## config.mk

```make
export PLATFORM = sky130hd
export DESIGN_NAME = cpu_sequencer_flat
export DESIGN_NICKNAME = d
export VERILOG_FILES = /design/src/rtl/cpu_sequencer_if.sv /design/src/rtl/cpu_sequencer.sv /design/src/flat_wrapper.sv
export SDC_FILE = /design/constraint.sdc
export NUM_CORES = 1
export LEC_CHECK = 0
export CORE_MARGIN = 4
export CORE_UTILIZATION = 54
export CTS_CLUSTER_SIZE = 40
export DETAILED_ROUTE_END_ITERATION = 16
export DONT_BUFFER_PORTS = 1
export PLACE_DENSITY_LB_ADDON = 0.2
export SYNTH_ARGS = -nofsm -noshare
export SYNTH_HDL_FRONTEND = slang
export SYNTH_SLANG_ARGS = --single-unit
```

## constraint.sdc

```tcl
create_clock -name Clock -period 2.4 [get_ports Clock]
set_clock_uncertainty 0.15 [all_clocks]
set_input_delay 0.12 -clock Clock [delete_from_list [all_inputs] [get_ports Clock]]
set_output_delay 0.12 -clock Clock [all_outputs]
set_load 0.05 [all_outputs]
```

## src/rtl/cpu_sequencer_if.sv

```systemverilog
// Handshake/control bundle between the sequencer and its surroundings.
// master: decoder/memory/interrupt side, drives MemReady, ExecCycles, IntReq, IntSet, IntClr, Reti.
// slave : sequencer, drives State, SubCycle, Last, IntAck, IntVector, IntEn, InService.
interface cpu_sequencer_if #(
  parameter int unsigned NUM_IRQ = 4
);
  localparam int unsigned VW = (NUM_IRQ > 1) ? $clog2(NUM_IRQ) : 1;

  logic               MemReady;
  logic [2:0]         ExecCycles;
  logic [NUM_IRQ-1:0] IntReq;
  logic               IntSet;
  logic               IntClr;
  logic               Reti;
  logic [1:0]         State;
  logic [2:0]         SubCycle;
  logic               Last;
  logic [NUM_IRQ-1:0] IntAck;
  logic [VW-1:0]      IntVector;
  logic               IntEn;
  logic               InService;

  modport master (
    output MemReady, ExecCycles, IntReq, IntSet, IntClr, Reti,
    input  State, SubCycle, Last, IntAck, IntVector, IntEn, InService
  );

  modport slave (
    input  MemReady, ExecCycles, IntReq, IntSet, IntClr, Reti,
    output State, SubCycle, Last, IntAck, IntVector, IntEn, InService
  );
endinterface

```

## src/rtl/cpu_sequencer.sv

```systemverilog
// Multi-cycle control sequencer: fetch -> execute (1..MAX_CYCLES sub-cycles) -> optional
// interrupt entry (INT_CYCLES sub-cycles), stalling on MemReady, with prioritised IRQ grant.
// Ports: Clock, Reset (async active-high), bus (cpu_sequencer_if.slave).
module cpu_sequencer #(
  parameter int unsigned NUM_IRQ    = 4,
  parameter int unsigned MAX_CYCLES = 5,
  parameter int unsigned INT_CYCLES = 2
) (
  input logic             Clock,
  input logic             Reset,
  cpu_sequencer_if.slave  bus
);
  localparam int unsigned VW       = (NUM_IRQ > 1) ? $clog2(NUM_IRQ) : 1;
  localparam logic [1:0]  ST_FETCH = 2'b00;
  localparam logic [1:0]  ST_EXEC  = 2'b01;
  localparam logic [1:0]  ST_INT   = 2'b10;
  localparam logic [3:0]  MAX_L    = 4'(MAX_CYCLES);
  localparam logic [2:0]  INT_LAST = 3'(INT_CYCLES - 1);

  logic [1:0]         state_q, state_d;
  logic [2:0]         idx_q, idx_d;
  logic [2:0]         sub_q, sub_d;
  logic [3:0]         len_q, len_d;
  logic [NUM_IRQ-1:0] ack_q, ack_d;
  logic [VW-1:0]      vec_q, vec_d;
  logic               en_q, en_d;
  logic               insvc_q, insvc_d;

  logic [3:0]         ec4;
  logic [3:0]         len_clamp;
  logic [VW-1:0]      gnt_idx;
  logic               last_c;

  // Sub-cycle index to the datapath's gray sequence (not the reflected code).
  function automatic logic [2:0] to_gray(input logic [2:0] i);
    case (i)
      3'd0:    to_gray = 3'b000;
      3'd1:    to_gray = 3'b001;
      3'd2:    to_gray = 3'b011;
      3'd3:    to_gray = 3'b010;
      3'd4:    to_gray = 3'b110;
      3'd5:    to_gray = 3'b100;
      3'd6:    to_gray = 3'b101;
      default: to_gray = 3'b111;
    endcase
  endfunction

  // Execute length: 0 counts as 1, long requests clamp to MAX_CYCLES.
  always_comb begin
    ec4 = {1'b0, bus.ExecCycles};
    if (ec4 == 4'd0)       len_clamp = 4'd1;
    else if (ec4 > MAX_L)  len_clamp = MAX_L;
    else                   len_clamp = ec4;
  end

  // Lowest set request index wins.
  always_comb begin
    gnt_idx = '0;
    for (int i = int'(NUM_IRQ) - 1; i >= 0; i--) begin
      if (bus.IntReq[i]) gnt_idx = VW'(i);
    end
  end

  // Final sub-cycle of the current state.
  always_comb begin
    case (state_q)
      ST_FETCH: last_c = 1'b1;
      ST_EXEC:  last_c = ({1'b0, idx_q} == (len_q - 4'd1));
      ST_INT:   last_c = (idx_q == INT_LAST);
      default:  last_c = 1'b1;
    endcase
  end

  // Next-state and registered-output logic.
  always_comb begin
    state_d = state_q;
    idx_d   = idx_q;
    len_d   = len_q;
    ack_d   = '0;
    vec_d   = vec_q;
    en_d    = en_q;
    insvc_d = insvc_q;

    if (bus.IntClr)                   en_d = 1'b0;
    else if (bus.IntSet || bus.Reti)  en_d = 1'b1;
    if (bus.Reti)                     insvc_d = 1'b0;

    if (bus.MemReady) begin
      case (state_q)
        ST_FETCH: begin
          len_d   = len_clamp;
          state_d = ST_EXEC;
          idx_d   = 3'd0;
        end
        ST_EXEC: begin
          if (last_c) begin
            idx_d = 3'd0;
            // Decision uses pre-edge enable/in-service, not this cycle's pulses.
            if (en_q && !insvc_q && (|bus.IntReq)) begin
              state_d = ST_INT;
              vec_d   = gnt_idx;
              ack_d   = NUM_IRQ'(1) << gnt_idx;
              en_d    = 1'b0;
              insvc_d = 1'b1;
            end else begin
              state_d = ST_FETCH;
            end
          end else begin
            idx_d = idx_q + 3'd1;
          end
        end
        ST_INT: begin
          if (last_c) begin
            state_d = ST_FETCH;
            idx_d   = 3'd0;
          end else begin
            idx_d = idx_q + 3'd1;
          end
        end
        default: begin
          state_d = ST_FETCH;
          idx_d   = 3'd0;
        end
      endcase
    end

    sub_d = to_gray(idx_d);
  end

  always_ff @(posedge Clock or posedge Reset) begin
    if (Reset) begin
      state_q <= ST_FETCH;
      idx_q   <= 3'd0;
      sub_q   <= 3'b000;
      len_q   <= 4'd1;
      ack_q   <= '0;
      vec_q   <= '0;
      en_q    <= 1'b0;
      insvc_q <= 1'b0;
    end else begin
      state_q <= state_d;
      idx_q   <= idx_d;
      sub_q   <= sub_d;
      len_q   <= len_d;
      ack_q   <= ack_d;
      vec_q   <= vec_d;
      en_q    <= en_d;
      insvc_q <= insvc_d;
    end
  end

  assign bus.State     = state_q;
  assign bus.SubCycle  = sub_q;
  assign bus.Last      = last_c;
  assign bus.IntAck    = ack_q;
  assign bus.IntVector = vec_q;
  assign bus.IntEn     = en_q;
  assign bus.InService = insvc_q;
endmodule
```

## src/flat_wrapper.sv

```systemverilog
// flat-port wrapper written by rule: the top's interface ports become plain ports
module cpu_sequencer_flat 
#(
  parameter int unsigned NUM_IRQ    = 4,
  parameter int unsigned MAX_CYCLES = 5,
  parameter int unsigned INT_CYCLES = 2
)
  (Clock, Reset, bus_MemReady, bus_ExecCycles, bus_IntReq, bus_IntSet, bus_IntClr, bus_Reti, bus_State, bus_SubCycle, bus_Last, bus_IntAck, bus_IntVector, bus_IntEn, bus_InService);
  cpu_sequencer_if #(.NUM_IRQ(NUM_IRQ)) bus_i ();
  input logic Clock;
  input logic Reset;
  input wire logic [$bits(bus_i.MemReady)-1:0] bus_MemReady;
  input wire logic [$bits(bus_i.ExecCycles)-1:0] bus_ExecCycles;
  input wire logic [$bits(bus_i.IntReq)-1:0] bus_IntReq;
  input wire logic [$bits(bus_i.IntSet)-1:0] bus_IntSet;
  input wire logic [$bits(bus_i.IntClr)-1:0] bus_IntClr;
  input wire logic [$bits(bus_i.Reti)-1:0] bus_Reti;
  output wire logic [$bits(bus_i.State)-1:0] bus_State;
  output wire logic [$bits(bus_i.SubCycle)-1:0] bus_SubCycle;
  output wire logic [$bits(bus_i.Last)-1:0] bus_Last;
  output wire logic [$bits(bus_i.IntAck)-1:0] bus_IntAck;
  output wire logic [$bits(bus_i.IntVector)-1:0] bus_IntVector;
  output wire logic [$bits(bus_i.IntEn)-1:0] bus_IntEn;
  output wire logic [$bits(bus_i.InService)-1:0] bus_InService;
  assign bus_i.MemReady = bus_MemReady;
  assign bus_i.ExecCycles = bus_ExecCycles;
  assign bus_i.IntReq = bus_IntReq;
  assign bus_i.IntSet = bus_IntSet;
  assign bus_i.IntClr = bus_IntClr;
  assign bus_i.Reti = bus_Reti;
  assign bus_State = bus_i.State;
  assign bus_SubCycle = bus_i.SubCycle;
  assign bus_Last = bus_i.Last;
  assign bus_IntAck = bus_i.IntAck;
  assign bus_IntVector = bus_i.IntVector;
  assign bus_IntEn = bus_i.IntEn;
  assign bus_InService = bus_i.InService;
  cpu_sequencer #(.NUM_IRQ(NUM_IRQ), .MAX_CYCLES(MAX_CYCLES), .INT_CYCLES(INT_CYCLES)) u_core (.Clock(Clock), .Reset(Reset), .bus(bus_i));
endmodule
```

* Word level (Yosys, flattened, before mapping)
Index checks and enable logic that the tools add are counted.
** Storage, ports and cells
- Flip-flop bits (word level) :: 20
- Logic and storage cells :: 66
- Output and inout port bits :: 14
** Cells by class
- Add/sub/neg operators :: 2
- Muxes and demuxes :: 30
- Order comparisons :: 1
- Equal/unequal tests :: 12
- Shifts and indexed selects :: 1
- Reductions and logical operators :: 12
** Operators by type and width (count)
- $pmux 3 s7 :: 1
- $mux 4 :: 5
- $mux 2 :: 7
- $mux 3 :: 4
- $mux 1 :: 11
- $eq 3x3->1 const B :: 3
- $eq 3x1->1 const B :: 2
- $eq 3x2->1 const B :: 2
- $logic_not 3->1 :: 2
- $pmux 2 s3 :: 1
- $eq 3x4->1 :: 1
- $ne 2x2->1 const B :: 2
- $reduce_and 4->1 :: 1
- $reduce_or 4->1 :: 1
- $shl 1x2->4 const A :: 1
- $sub 4x1->4 const B :: 1
- $add 3x1->3 const B :: 1
- $gt 3x3->1 const B :: 1
- $reduce_and 3->1 :: 1
- $eq 2x1->1 const B :: 1
- $eq 2x2->1 const B :: 1
- $logic_and 1x1->1 :: 2
- $logic_not 2->1 :: 1
- $pmux 1 s2 :: 1
- other kinds (4) :: 4

* Depth between registers and ports, before layout
Gate-level depths: netlist of the first run.
- Depth after elaboration :: 9
- Depth in mapped cells :: 8
- Mapped depth without buffers :: 8

* Worst setup path after synthesis of the first run
Ideal clock, no wire load.
- Kind :: register to register
- Start point :: register u_core.state_q[0] (netlist: u_core.bus.State[0])
- End point :: register u_core.state_q[0] (netlist: u_core.bus.State[0])
- Path slack :: -0.286 ns
- Stages on the path, launching flop included :: 9
- Data arrival time :: 2.411 ns
- Data required time :: 2.125 ns
- Buffers on the path :: 0
- Clock period less this slack :: 2.686 ns
- Cells stage by stage :: dfrtp_1 inv_1 ha_1 nor3b_1 o32ai_1 o41a_4 inv_6 o21ai_2 mux2_4
** On the way
- Word-level cells in the longest chain between the ends :: 4
** Ends and longest elaborated chain
- start, declared :: line cpu_sequencer.sv:20 : logic [1:0] state_q, state_d;
- start signal, assigned :: line cpu_sequencer.sv:141 : state_q <= state_d;
- $eq 2x2->1 / $eq 2x1->1 (equally long branches) :: line cpu_sequencer.sv:66 : case (state_q)
- $pmux 1 s2 * :: line cpu_sequencer.sv:66
- named net bus_Last :: line flat_wrapper.sv:20 : output wire logic [$bits(bus_i.Last)-1:0] bus_Last;
- $ne 2x2->1 (no source line)
- $reduce_and 3->1 (no source line) *
The timed path passes the listed nets; every way through them passes the cells marked *.
A chain may end at the register's enable or synchronous reset.

* Final worst setup path of the first run
- Start point :: register u_core.len_q[0]
- End point :: output bus_Last
** On the way
- Word-level cells in the longest chain between the ends :: 3
** Ends and longest elaborated chain
- start, declared :: line cpu_sequencer.sv:23 : logic [3:0] len_q, len_d;
- start signal, assigned :: line cpu_sequencer.sv:144 : len_q <= len_d;
- $sub 4x1->4 :: line cpu_sequencer.sv:68 : ST_EXEC: last_c = ({1'b0, idx_q} == (len_q - 4'd1));
- $eq 3x4->1 :: line cpu_sequencer.sv:68
- $pmux 1 s2 :: line cpu_sequencer.sv:66
- end, declared :: line flat_wrapper.sv:20
Every way passes these cells.

==> results of run 1 <==
[metrics by stage]
step	power (mW)	worst slack, ns	util [%]	instance area (um2)	hold WS [ns]
final	2.048	0.01295	76.20	1330	-0.004517
after detailed placement	1.567	-0.03698	61.22	1069	0.006537
after floorplan	1.379	0.003775	-	1020	-0.09230
after global routing	2.162	-0.04692	76.20	1330	0.01370
after CTS	1.965	-0.02675	74.34	1297	0.0005718
after global placement	1.533	0.04465	61.22	1069	-0.001932
[state kept, by name (all words and copies together) (netlist names)]
signal,flops
u_core.idx_q,3
u_core.bus.IntAck,4
u_core.bus.SubCycle,2
u_core.bus.IntEn,1
u_core.bus.InService,1
u_core.len_q,3
u_core.bus.IntVector,2
u_core.bus.State,2
[power by group through the flow]
stage               clock (mW)  sequential, mW  combinational (mW)
floorplan                    0           0.686               0.694
global placement             0           0.638               0.895
detailed placement           0           0.645               0.923
CTS                      0.193           0.636                1.14
global route             0.212           0.654                1.30
finish                   0.191           0.643                1.21
[critical path: stages (launching register included)]
cell and delay (ns):
dfstp_2 0.56, inv_2 0.05, ha_4 0.15, xnor2_2 0.13, o21a_1 0.20, o41a_4 0.50
inv_8 0.08, buf_12 0.13
[layout make-up]
type	instances	area share [%]
Timing Repair Buffer	23	16.56
Tap cell	25	2.352
Clock buffer	4	2.728
Inverter	10	3.387
Multi-Input combinational cell	68	40.83
Sequential cell	18	34.15
[how the worst min path moves through the flow]
stage | slack [ns] | startpoint | end | depth (start not counted)
5_1_grt | 0.01 | bus_IntReq[3] | u_core.bus.IntVector[1]$_DFFE_PP0P_ | 3
3_3_place_gp | -0.002 | Reset | u_core.bus.IntAck[3]$_DFF_PP0_ | 1
2_1_floorplan | -0.09 | Reset | u_core.bus.InService$_DFF_PP0_ | 1
6_report | -0.005 | bus_IntReq[3] | u_core.bus.IntVector[1]$_DFFE_PP0P_ | 3
3_5_place_dp | 0.007 | Reset | u_core.bus.IntAck[3]$_DFF_PP0_ | 1
4_1_cts | 0.0006 | bus_IntReq[3] | u_core.bus.IntVector[1]$_DFFE_PP0P_ | 3
[cell families (layout without fill, tap and decap cells)]
| group | after synthesis | count (layout) | synth area share [%] |
|---|---|---|---|
| XOR/XNOR | 4 | 4 | 3.479 |
| flip-flops | 18 | 18 | 44.85 |
| AO/OA/AOI/OAI | 19 | 19 | 14.78 |
| AND/OR/NAND/NOR | 37 | 37 | 21.37 |
| adder cells (fa/ha/maj) | 6 | 6 | 7.453 |
| buffers and inverters | 12 | 37 | 5.466 |
| multiplexers | 2 | 2 | 2.608 |
[timing repair]
action,CTS,global route
endpoints found under the setup margin,3,10
cloned,0,0
gates resized for setup,5,5
pin swaps,1,6
hold buffers,14,0
hold endpoints to repair,35,0
setup buffers,4,1
[per-layer routing]
| metal | GRT usage (%) | wire [um] | vias to the layer above |
|---|---|---|---|
| li1 | - | - | 396 |
| met1 | 23.22 | 942 | 399 |
| met2 | 33.26 | 1128 | 43 |
| met3 | 4.373 | 166 | 10 |
| met4 | 9.865 | 73 | 0 |
| met5 | 0 | 0 | - |
[synth_stat cells, types with 2 or more instances]
master / number / area share (%)
ha_1: 6 / 7.5
nand3b_1: 2 / 1.5
nor2_1: 7 / 2.6
nand2_1: 6 / 2.2
a2bb2oi_1: 2 / 1.7
inv_1: 9 / 3.4
nor3_1: 8 / 4.0
nor2b_1: 2 / 1.2
a21oi_1: 4 / 2.0
o21ai_0: 3 / 1.5
nand2b_1: 2 / 1.2
xnor2_1: 3 / 2.6
dfrtp_1: 17 / 42
o22a_1: 2 / 1.7
==> metrics.md, run 1 <==
| Metric | Value |
|---|---|
| Most common cell after layout, fill and taps aside | dfrtp_1 |
| Drt total wl | about 2300 um |
| Worst-margin pin slew | approximately 0.67 ns |
| Syn Nets | between 100 and 150 |
| Internal power | 1.084 mW |
| Post-detail-place hpwl | roughly 1500 um |
| Total track usage | around a fifth |
| Area grow syn2layout | 32.05% |
| Hold WS | -0.004517 ns |
| Net load switching power | 0.9638 mW |
| Clk_lat worst skew | 0.30 ns |
| Setup TNS | 0 ns |
| Leak | slightly above 0.6 nW |
| Antenna violations before repair | 0 |
| Reg2reg path depth | 9 |
| Via count | ~850 |
| Crit start category | flip-flop |
| Buffers on Ports | 0 |
| Final weighted congestion in routability-driven placement | 0.7469 |
| Sequential Area | around 450 um2 |
| Crit end category | output pin |
| First-pass GRT wire length | 3808 um |
| Max-cap violation count | 0 |
| YS warnings | 0 |
| Fin cells | around 150 |
| N_diodes | 0 |
| First DRT Iteration DRCs | 20 |
| WP data required | 2.13 ns |
| Slew Viols, Final | 0 |
| Critical path class | reg2out |
| CP Max Fanout | 4 |
| Flop2flop setup slack | around 0.03 ns |
| Cell count after placement | around 130 |
| 1st-pass router iterations | 4 |
| Die area | ~2600 um2 |
| Part of the power in registers | a little under a third |
| Violated checks | negative hold slack |
| CTS root buf | clkbuf_4 |
| Main synth FF type | dfrtp_1 |
| Worst R2R Start | u_core.len_q[0]$_DFFE_PP1P_ |
| Post-Syn Area | just over 1000 um2 |
| H-tree depth | 1 |
| Crit share post-route | between 90% and 100% |
| CTS tree | yes |
| CTS clk-pin slew, worst paths | about 0.11 ns |
| Post-synth EDFFs | 0 |
| Status | finished, violations left |
| Die Y | approximately 50 um |
| Starting Density | 57.71% |
| Hold Path Class | in2reg |
| GRT overflow | 0 |
| Core area | approximately 1700 um2 |
| Comb pwr share | 59.3% |
| RR Endpoint | u_core.bus.IntAck[3]$_DFF_PP0_ |
| Die width | between 50 and 60 um |
| Multi-input gate area | 543.0 um2 |
| CP arrival | between 2 and 2.5 ns |
| Clk sinks | 18 |
| Fillers | between 100 and 150 |
| Final hold vios | 1 |
| Worst vdd ir | approximately 0.0010 V |
| Synth unique cells | 39 |
| Crit path capture | bus_Last |
| Seq cells post-synth | 18 |
| Syn Inst Count | 98 |
| Asr flop ratio synth | 100.0% |
| DR WL/cell | 15.61 um |
| CTS buffer count | 3 |
| Post-synthesis sequential area ratio | 44.84% |
| DRC viols | 0 |
| Rows | 15 |
| Largest net degree at the start of global routing | 19 |
| Vias in the first global route | about 850 |
| Synth Area per Inst | around 10 um2 |
| Worst Setup SP | u_core.len_q[0]$_DFFE_PP1P_ |
| Sw Ratio | a little under half |
| RSZ-0062 raised after global routing | yes |
| Share of cells above drive strength 1 | 27.64% |
| Clock power frac | 9.3% |
| Via density | approximately 5.7 |
| Max Root-Sink Buffers | 2 |
| Max Clock Freq | 418.9 MHz |
| ANT nets after route | 0 |
| Final min period | 2.387 ns |
| Commonest cells after routing, fill and taps aside | dfrtp_1 (15), dlygate4sd3_1 (14), buf_4 (8) |
| Nets | 143 |
| Final setup violation count | 0 |
| Power density over the cells | between 1500 and 2000 nW/um2 |
| Slew Limit Headroom | 55.16% |
| I/O pin total | 27 |
Power figures use the tool's default switching activity.
==> inputs of run 2 (changes only) <==
--- a/config.mk
+++ b/config.mk
@@ -5,11 +5,14 @@
 export SDC_FILE = /design/constraint.sdc
 export NUM_CORES = 1
 export LEC_CHECK = 0
+export CAP_MARGIN = 20
 export CORE_MARGIN = 4
 export CORE_UTILIZATION = 54
 export CTS_CLUSTER_SIZE = 40
 export DETAILED_ROUTE_END_ITERATION = 16
 export DONT_BUFFER_PORTS = 1
+export GPL_ROUTABILITY_DRIVEN = 1
+export HOLD_SLACK_MARGIN = 0.03
 export PLACE_DENSITY_LB_ADDON = 0.2
 export SYNTH_ARGS = -nofsm -noshare
 export SYNTH_HDL_FRONTEND = slang
==> run 2 against run 1 <==
Compared with the run above:
- die area did not move
- global-route usage fell by 0.062 points
- sequential power barely moved
- non-clock buffer count did not move
- register-to-register slack barely moved
- the run now ends clean
- worst hold slack improved by 0.065 ns
- worst setup slack barely moved
- sequential share of layout area did not move
- combinational power barely moved
- power barely moved
- cell area did not move
- cell count did not move
==> metrics.md, run 2 (synthesized netlist as in run 1, its figures left out) <==
| Metric | Value |
|---|---|
| Status | completed |
| RR Endpoint | u_core.bus.IntAck[3]$_DFF_PP0_ |
| Final setup violation count | 0 |
| Reg2reg path depth | 9 |
| H-tree depth | 1 |
| CTS clk-pin slew, worst paths | roughly 0.11 ns |
| Flop2flop setup slack | ~0.030 ns |
| CTS tree | yes |
| Crit end category | output pin |
| Leak | 0.6035 nW |
| Share of cells above drive strength 1 | 27.64% |
| Slew Limit Headroom | a little over half |
| N_diodes | 0 |
| First DRT Iteration DRCs | 21 |
| Crit start category | flip-flop |
| Max reg flops | 4 |
| Drt total wl | approximately 2300 um |
| Setup TNS | 0 ns |
| Core area | 1745 um2 |
| ANT nets after route | 0 |
| Area grow syn2layout | 32.05% |
| CTS root buf | clkbuf_4 |
| WP data required | 2.13 ns |
| Commonest cells after routing, fill and taps aside | dfrtp_1 (15), dlygate4sd3_1 (14), buf_4 (8) |
| First-pass GRT wire length | 3795 um |
| Starting Density | between 50% and 60% |
| 1st-pass router iterations | 4 |
| Clk_lat worst skew | ~0.30 ns |
| I/O pin total | 27 |
| GRT overflow | 0 |
| Total track usage | just under 20% |
| Nets | roughly 140 |
| Max-cap violation count | 0 |
| Worst R2R Start | u_core.len_q[0]$_DFFE_PP1P_ |
| Crit share post-route | 99.45% |
| Crit path capture | bus_Last |
| CP arrival | between 2 and 2.5 ns |
| Die area | roughly 2600 um2 |
| Clk sinks | 18 |
| Max Root-Sink Buffers | 2 |
| Worst-margin pin slew | 0.6748 ns |
| Slew Viols, Final | 0 |
| Via count | 827 |
| Critical path class | reg2out |
| Final min period | around 2.4 ns |
| Final weighted congestion in routability-driven placement | 0.7469 |
| Die Y | a little over 50 um |
| Worst vdd ir | a little over 0.001 V |
| Hold Path Class | in2reg |
| Max Clock Freq | 419.0 MHz |
| Largest net degree at the start of global routing | 19 |
| Vias in the first global route | about 850 |
| DR WL/cell | approximately 15 um |
| Hold WS | 0.06027 ns |
| Core Util, Final | about three quarters |
| CP Max Fanout | 4 |
| Power density over the cells | between 1500 and 2000 nW/um2 |
| Die width | between 50 and 60 um |
| RSZ-0062 raised after global routing | yes |
| Buffers on Ports | 0 |
| Worst Setup SP | u_core.len_q[0]$_DFFE_PP1P_ |
| Rows | 15 |
| CTS buffer count | 3 |
| Post-detail-place hpwl | 1491 um |
| Via density | approximately 5.6 |
| Antenna violations before repair | 0 |
| DRC viols | 0 |
| Most common cell after layout, fill and taps aside | dfrtp_1 |
| Final hold vios | 0 |
run 2: cell type report:
cell class                      instances  area (um2)
Timing Repair Buffer                   23       220.2
Clock buffer                            4       36.28
Inverter                               10       45.04
Fill cell                             120       415.4
Sequential cell                        18       454.2
Tap cell                               25       31.28
Multi-Input combinational cell         68       543.0
run 2: what timing repair did:
| action | in CTS | in global routing |
|---|---|---|
| endpoints found under the hold margin | 35 | 0 |
| endpoints found under the setup margin | 3 | 10 |
| pin swaps | 1 | 6 |
| gates resized for setup | 5 | 5 |
| buffers inserted | 4 | 1 |
| hold buffers | 14 | 0 |
run 2: metrics by stage:
stage,area [um2],setup slack [ns],power (mW),instances
6_report,1330,0.01325,2.048,148
2_1_floorplan,1020,0.003775,1.379,98
5_1_grt,1330,-0.04692,2.163,148
3_5_place_dp,1069,-0.03698,1.567,125
3_3_place_gp,1069,0.04465,1.533,125
4_1_cts,1297,-0.02675,1.966,147
run 2: how the worst min path moves through the flow:
| stage | from | end | cells after the start |
|---|---|---|---|
| CTS | bus_IntReq[1] | u_core.bus.IntVector[0]$_DFFE_PP0P_ | 3 |
| global placement | Reset | u_core.bus.IntAck[3]$_DFF_PP0_ | 1 |
| floorplan | Reset | u_core.bus.InService$_DFF_PP0_ | 1 |
| finish | bus_IntReq[1] | u_core.bus.IntVector[0]$_DFFE_PP0P_ | 3 |
| detailed placement | Reset | u_core.bus.IntAck[3]$_DFF_PP0_ | 1 |
| global route | bus_IntReq[1] | u_core.bus.IntVector[0]$_DFFE_PP0P_ | 3 |
run 2: worst max-delay path, cell delays in order (launching register included):
cell,delay [ns]
dfstp_2,0.56
inv_2,0.05
ha_4,0.15
xnor2_2,0.13
o21a_1,0.20
o41a_4,0.51
inv_8,0.08
buf_12,0.13
run 2: layer usage:
metal  track usage, %  part of all wire [%]  wire [um]  vias up
met5                0                     0          0        -
met4            9.865                   2.9         67        0
met3            4.082                   6.0        137        8
met2            33.05                    49       1133       34
met1            23.41                    42        955      387
li1                 -                     -          -      398
run 2: report_power, final:
group          internal [mW]  switching, mW
registers              0.409          0.233
logic                  0.583          0.631
clock network         0.0925         0.0994
total                   1.08          0.964
==> inputs of run 3 (changes only) <==
--- a/config.mk
+++ b/config.mk
@@ -14,6 +14,7 @@
 export GPL_ROUTABILITY_DRIVEN = 1
 export HOLD_SLACK_MARGIN = 0.03
 export PLACE_DENSITY_LB_ADDON = 0.2
+export SETUP_SLACK_MARGIN = 0.05
 export SYNTH_ARGS = -nofsm -noshare
 export SYNTH_HDL_FRONTEND = slang
 export SYNTH_SLANG_ARGS = --single-unit
==> run 3 against run 2 <==
Compared with the run above:
- the run now ends with negative setup slack left
- sequential cell count unchanged
- first-iteration DRC count rose by 14%
- count of clock-buffer cells in the layout did not move
- sequential share of layout area is 1.3 points lower
- worst setup slack got worse by 0.016 ns
==> metrics.md, run 3 (synthesized netlist as in run 1, its figures left out) <==
| Metric | Value |
|---|---|
| Cell count after placement | approximately 130 |
| Starting Density | slightly below 60% |
| Rows | 15 |
| Violated checks | negative setup slack |
| Worst R2R Start | u_core.len_q[0]$_DFFE_PP1P_ |
| Worst hold stages | 3 |
| Power consumption | 2.112 mW |
| Crit-path cells | inv_2 > ha_4 > xnor2_2 > o21a_1 > o41a_4 > inv_8 > buf_12 |
| Post-detail-place hpwl | between 1500 and 2000 um |
| Worst vdd ir | approximately 0.0011 V |
| CP arrival | 2.13 ns |
| Power density over the cells | about 1500 nW/um2 |
| Share of cells above drive strength 1 | 30.08% |
| CP max stage cell | dfstp_2 |
| Final Cell Area | roughly 1400 um2 |
| Max reg flops | 4 |
| Max Clock Freq | ~420 MHz |
| Die width | 51.19 um |
| Die Y | a little over 50 um |
| DR WL/cell | between 15 and 20 um |
| Final setup violation count | 1 |
| Via count | around 860 |
| Crit end category | output pin |
| Crit share post-route | 100.1% |
| Final min period | 2.403 ns |
| Antenna violations before repair | 0 |
| Slew Limit Headroom | between 50% and 60% |
| I/O pin total | 27 |
| 1st-pass router iterations | 4 |
| RR Endpoint | u_core.bus.IntVector[1]$_DFFE_PP0P_ |
| Vias in the first global route | about 810 |
| Buffers on Ports | 0 |
| Max-cap violation count | 0 |
| WP data required | 2.13 ns |
| First DRT Iteration DRCs | 24 |
| CTS root buf | clkbuf_4 |
| Hold endpoint | u_core.idx_q[2]$_DFF_PP0_ |
| Clk sinks | 18 |
| Slowest stage delay, CP | ~0.56 ns |
| Slew Viols, Final | 0 |
| Commonest cells after routing, fill and taps aside | dlygate4sd3_1 (15), dfrtp_1 (15), inv_1 (7), nor2_1 (7), buf_4 (7) |
| Reg2reg path depth | 9 |
| Via density | slightly below 6 |
| Min-Delay Startpoint | bus_MemReady |
| CP bufs+invs | 3 |
| Worst path top cell family by delay | compound AO/OA/AOI/OAI gates |
| Flop2flop setup slack | roughly 0.040 ns |
| Nets | 143 |
| Clk_lat worst skew | around 0.30 ns |
| ANT nets after route | 0 |
| Final weighted congestion in routability-driven placement | between 0.7 and 0.8 |
| RSZ-0062 raised after global routing | yes |
| Area grow syn2layout | 37.27% |
| CTS clk-pin slew, worst paths | 0.11 ns |
| Die area | around 2600 um2 |
| CTS tree | yes |
| DRC viols | 0 |
| Fin cells | roughly 150 |
| Fillers | 104 |
| Worst-margin pin slew | 0.6719 ns |
| Dpl cell area | 1106 um2 |
| First-pass GRT wire length | 3560 um |
| Final hold vios | 0 |
| N_diodes | 0 |
| CTS buffer count | 3 |
| Total track usage | a little under a fifth |
| Largest net degree at the start of global routing | 19 |
| Max Root-Sink Buffers | 2 |
| Leak | 0.6119 nW |
| Hold Path Class | in2reg |
| CP Max Fanout | 4 |
| Status | finished, violations left |
| Drt total wl | ~2400 um |
| H-tree depth | 1 |
| PnR worst setup slack | -0.002524 ns |
| Setup TNS | -0.002524 ns |
| GRT overflow | 0 |
| Core area | around 1700 um2 |
| Critical path class | reg2out |
| Crit start category | flip-flop |
run 3: cell type report:
class / count / area (um2) / share of cell area, %
clock buffers: 4 / 36.28 / 2.624
inverters: 10 / 45.04 / 3.258
multi-input cells: 68 / 593.1 / 42.90
flip-flops and latches: 18 / 454.2 / 32.85
well taps: 25 / 31.28 / 2.262
repair buffers: 23 / 222.7 / 16.11
run 3: report_power, final:
part	internal (mW)	total [mW]	switching, mW	leakage (nW)
Sequential	0.409	0.648	0.239	0.229
Combinational	0.598	1.27	0.676	0.362
Clock	0.0925	0.189	0.0967	0.0210
run 3: routing by layer:
metal | share of wire, % | vias up | global-route usage, %
li1 | - | 394 | -
met1 | 42 | 422 | 23.38
met2 | 49 | 36 | 30.26
met3 | 8.1 | 4 | 5.831
met4 | 1.2 | 0 | 4.036
met5 | 0 | - | 0
run 3: worst reg2reg max path, stage by stage, from the launching register on:
cell,delay [ns]
dfstp_2,0.56
inv_2,0.05
ha_4,0.15
xnor2_2,0.13
o21a_1,0.18
o41a_4,0.53
inv_8,0.09
buf_4,0.12
nand2b_4,0.08
o22a_1,0.21
run 3: metrics by stage:
stage	utilization, %	setup WS, ns	hold slack, ns
global route	79.21	-0.05969	0.06069
detailed placement	63.37	0.03242	0.0001733
floorplan	-	0.02248	-0.09230
CTS	75.34	0.0001379	0.03423
global placement	63.37	0.1111	-0.01042
finish	79.21	-0.002524	0.03780
run 3: worst max path at each step:
stage | from | to | slack, ns | depth (start not counted)
after detailed placement | u_core.len_q[0]$_DFFE_PP1P_ | u_core.bus.State[0]$_DFFE_PP0P_ | 0.03 | 8
after floorplan | u_core.bus.State[0]$_DFFE_PP0P_ | u_core.bus.State[0]$_DFFE_PP0P_ | 0.02 | 8
final | u_core.len_q[0]$_DFFE_PP1P_ | bus_Last | -0.003 | 7
after global routing | u_core.len_q[0]$_DFFE_PP1P_ | bus_Last | -0.06 | 7
after CTS | u_core.len_q[0]$_DFFE_PP1P_ | bus_Last | 0.0001 | 7
after global placement | u_core.len_q[0]$_DFFE_PP1P_ | u_core.bus.State[0]$_DFFE_PP0P_ | 0.11 | 8
run 3: repair_timing:
item / in CTS / in global routing
hold buffers: 14 / 1
resized for setup: 5 / 7
endpoints found under the hold margin: 35 / 1
pin swaps: 1 / 3
gates cloned: 0 / 0
setup buffers: 2 / 2
endpoints found under the setup margin: 2 / 7
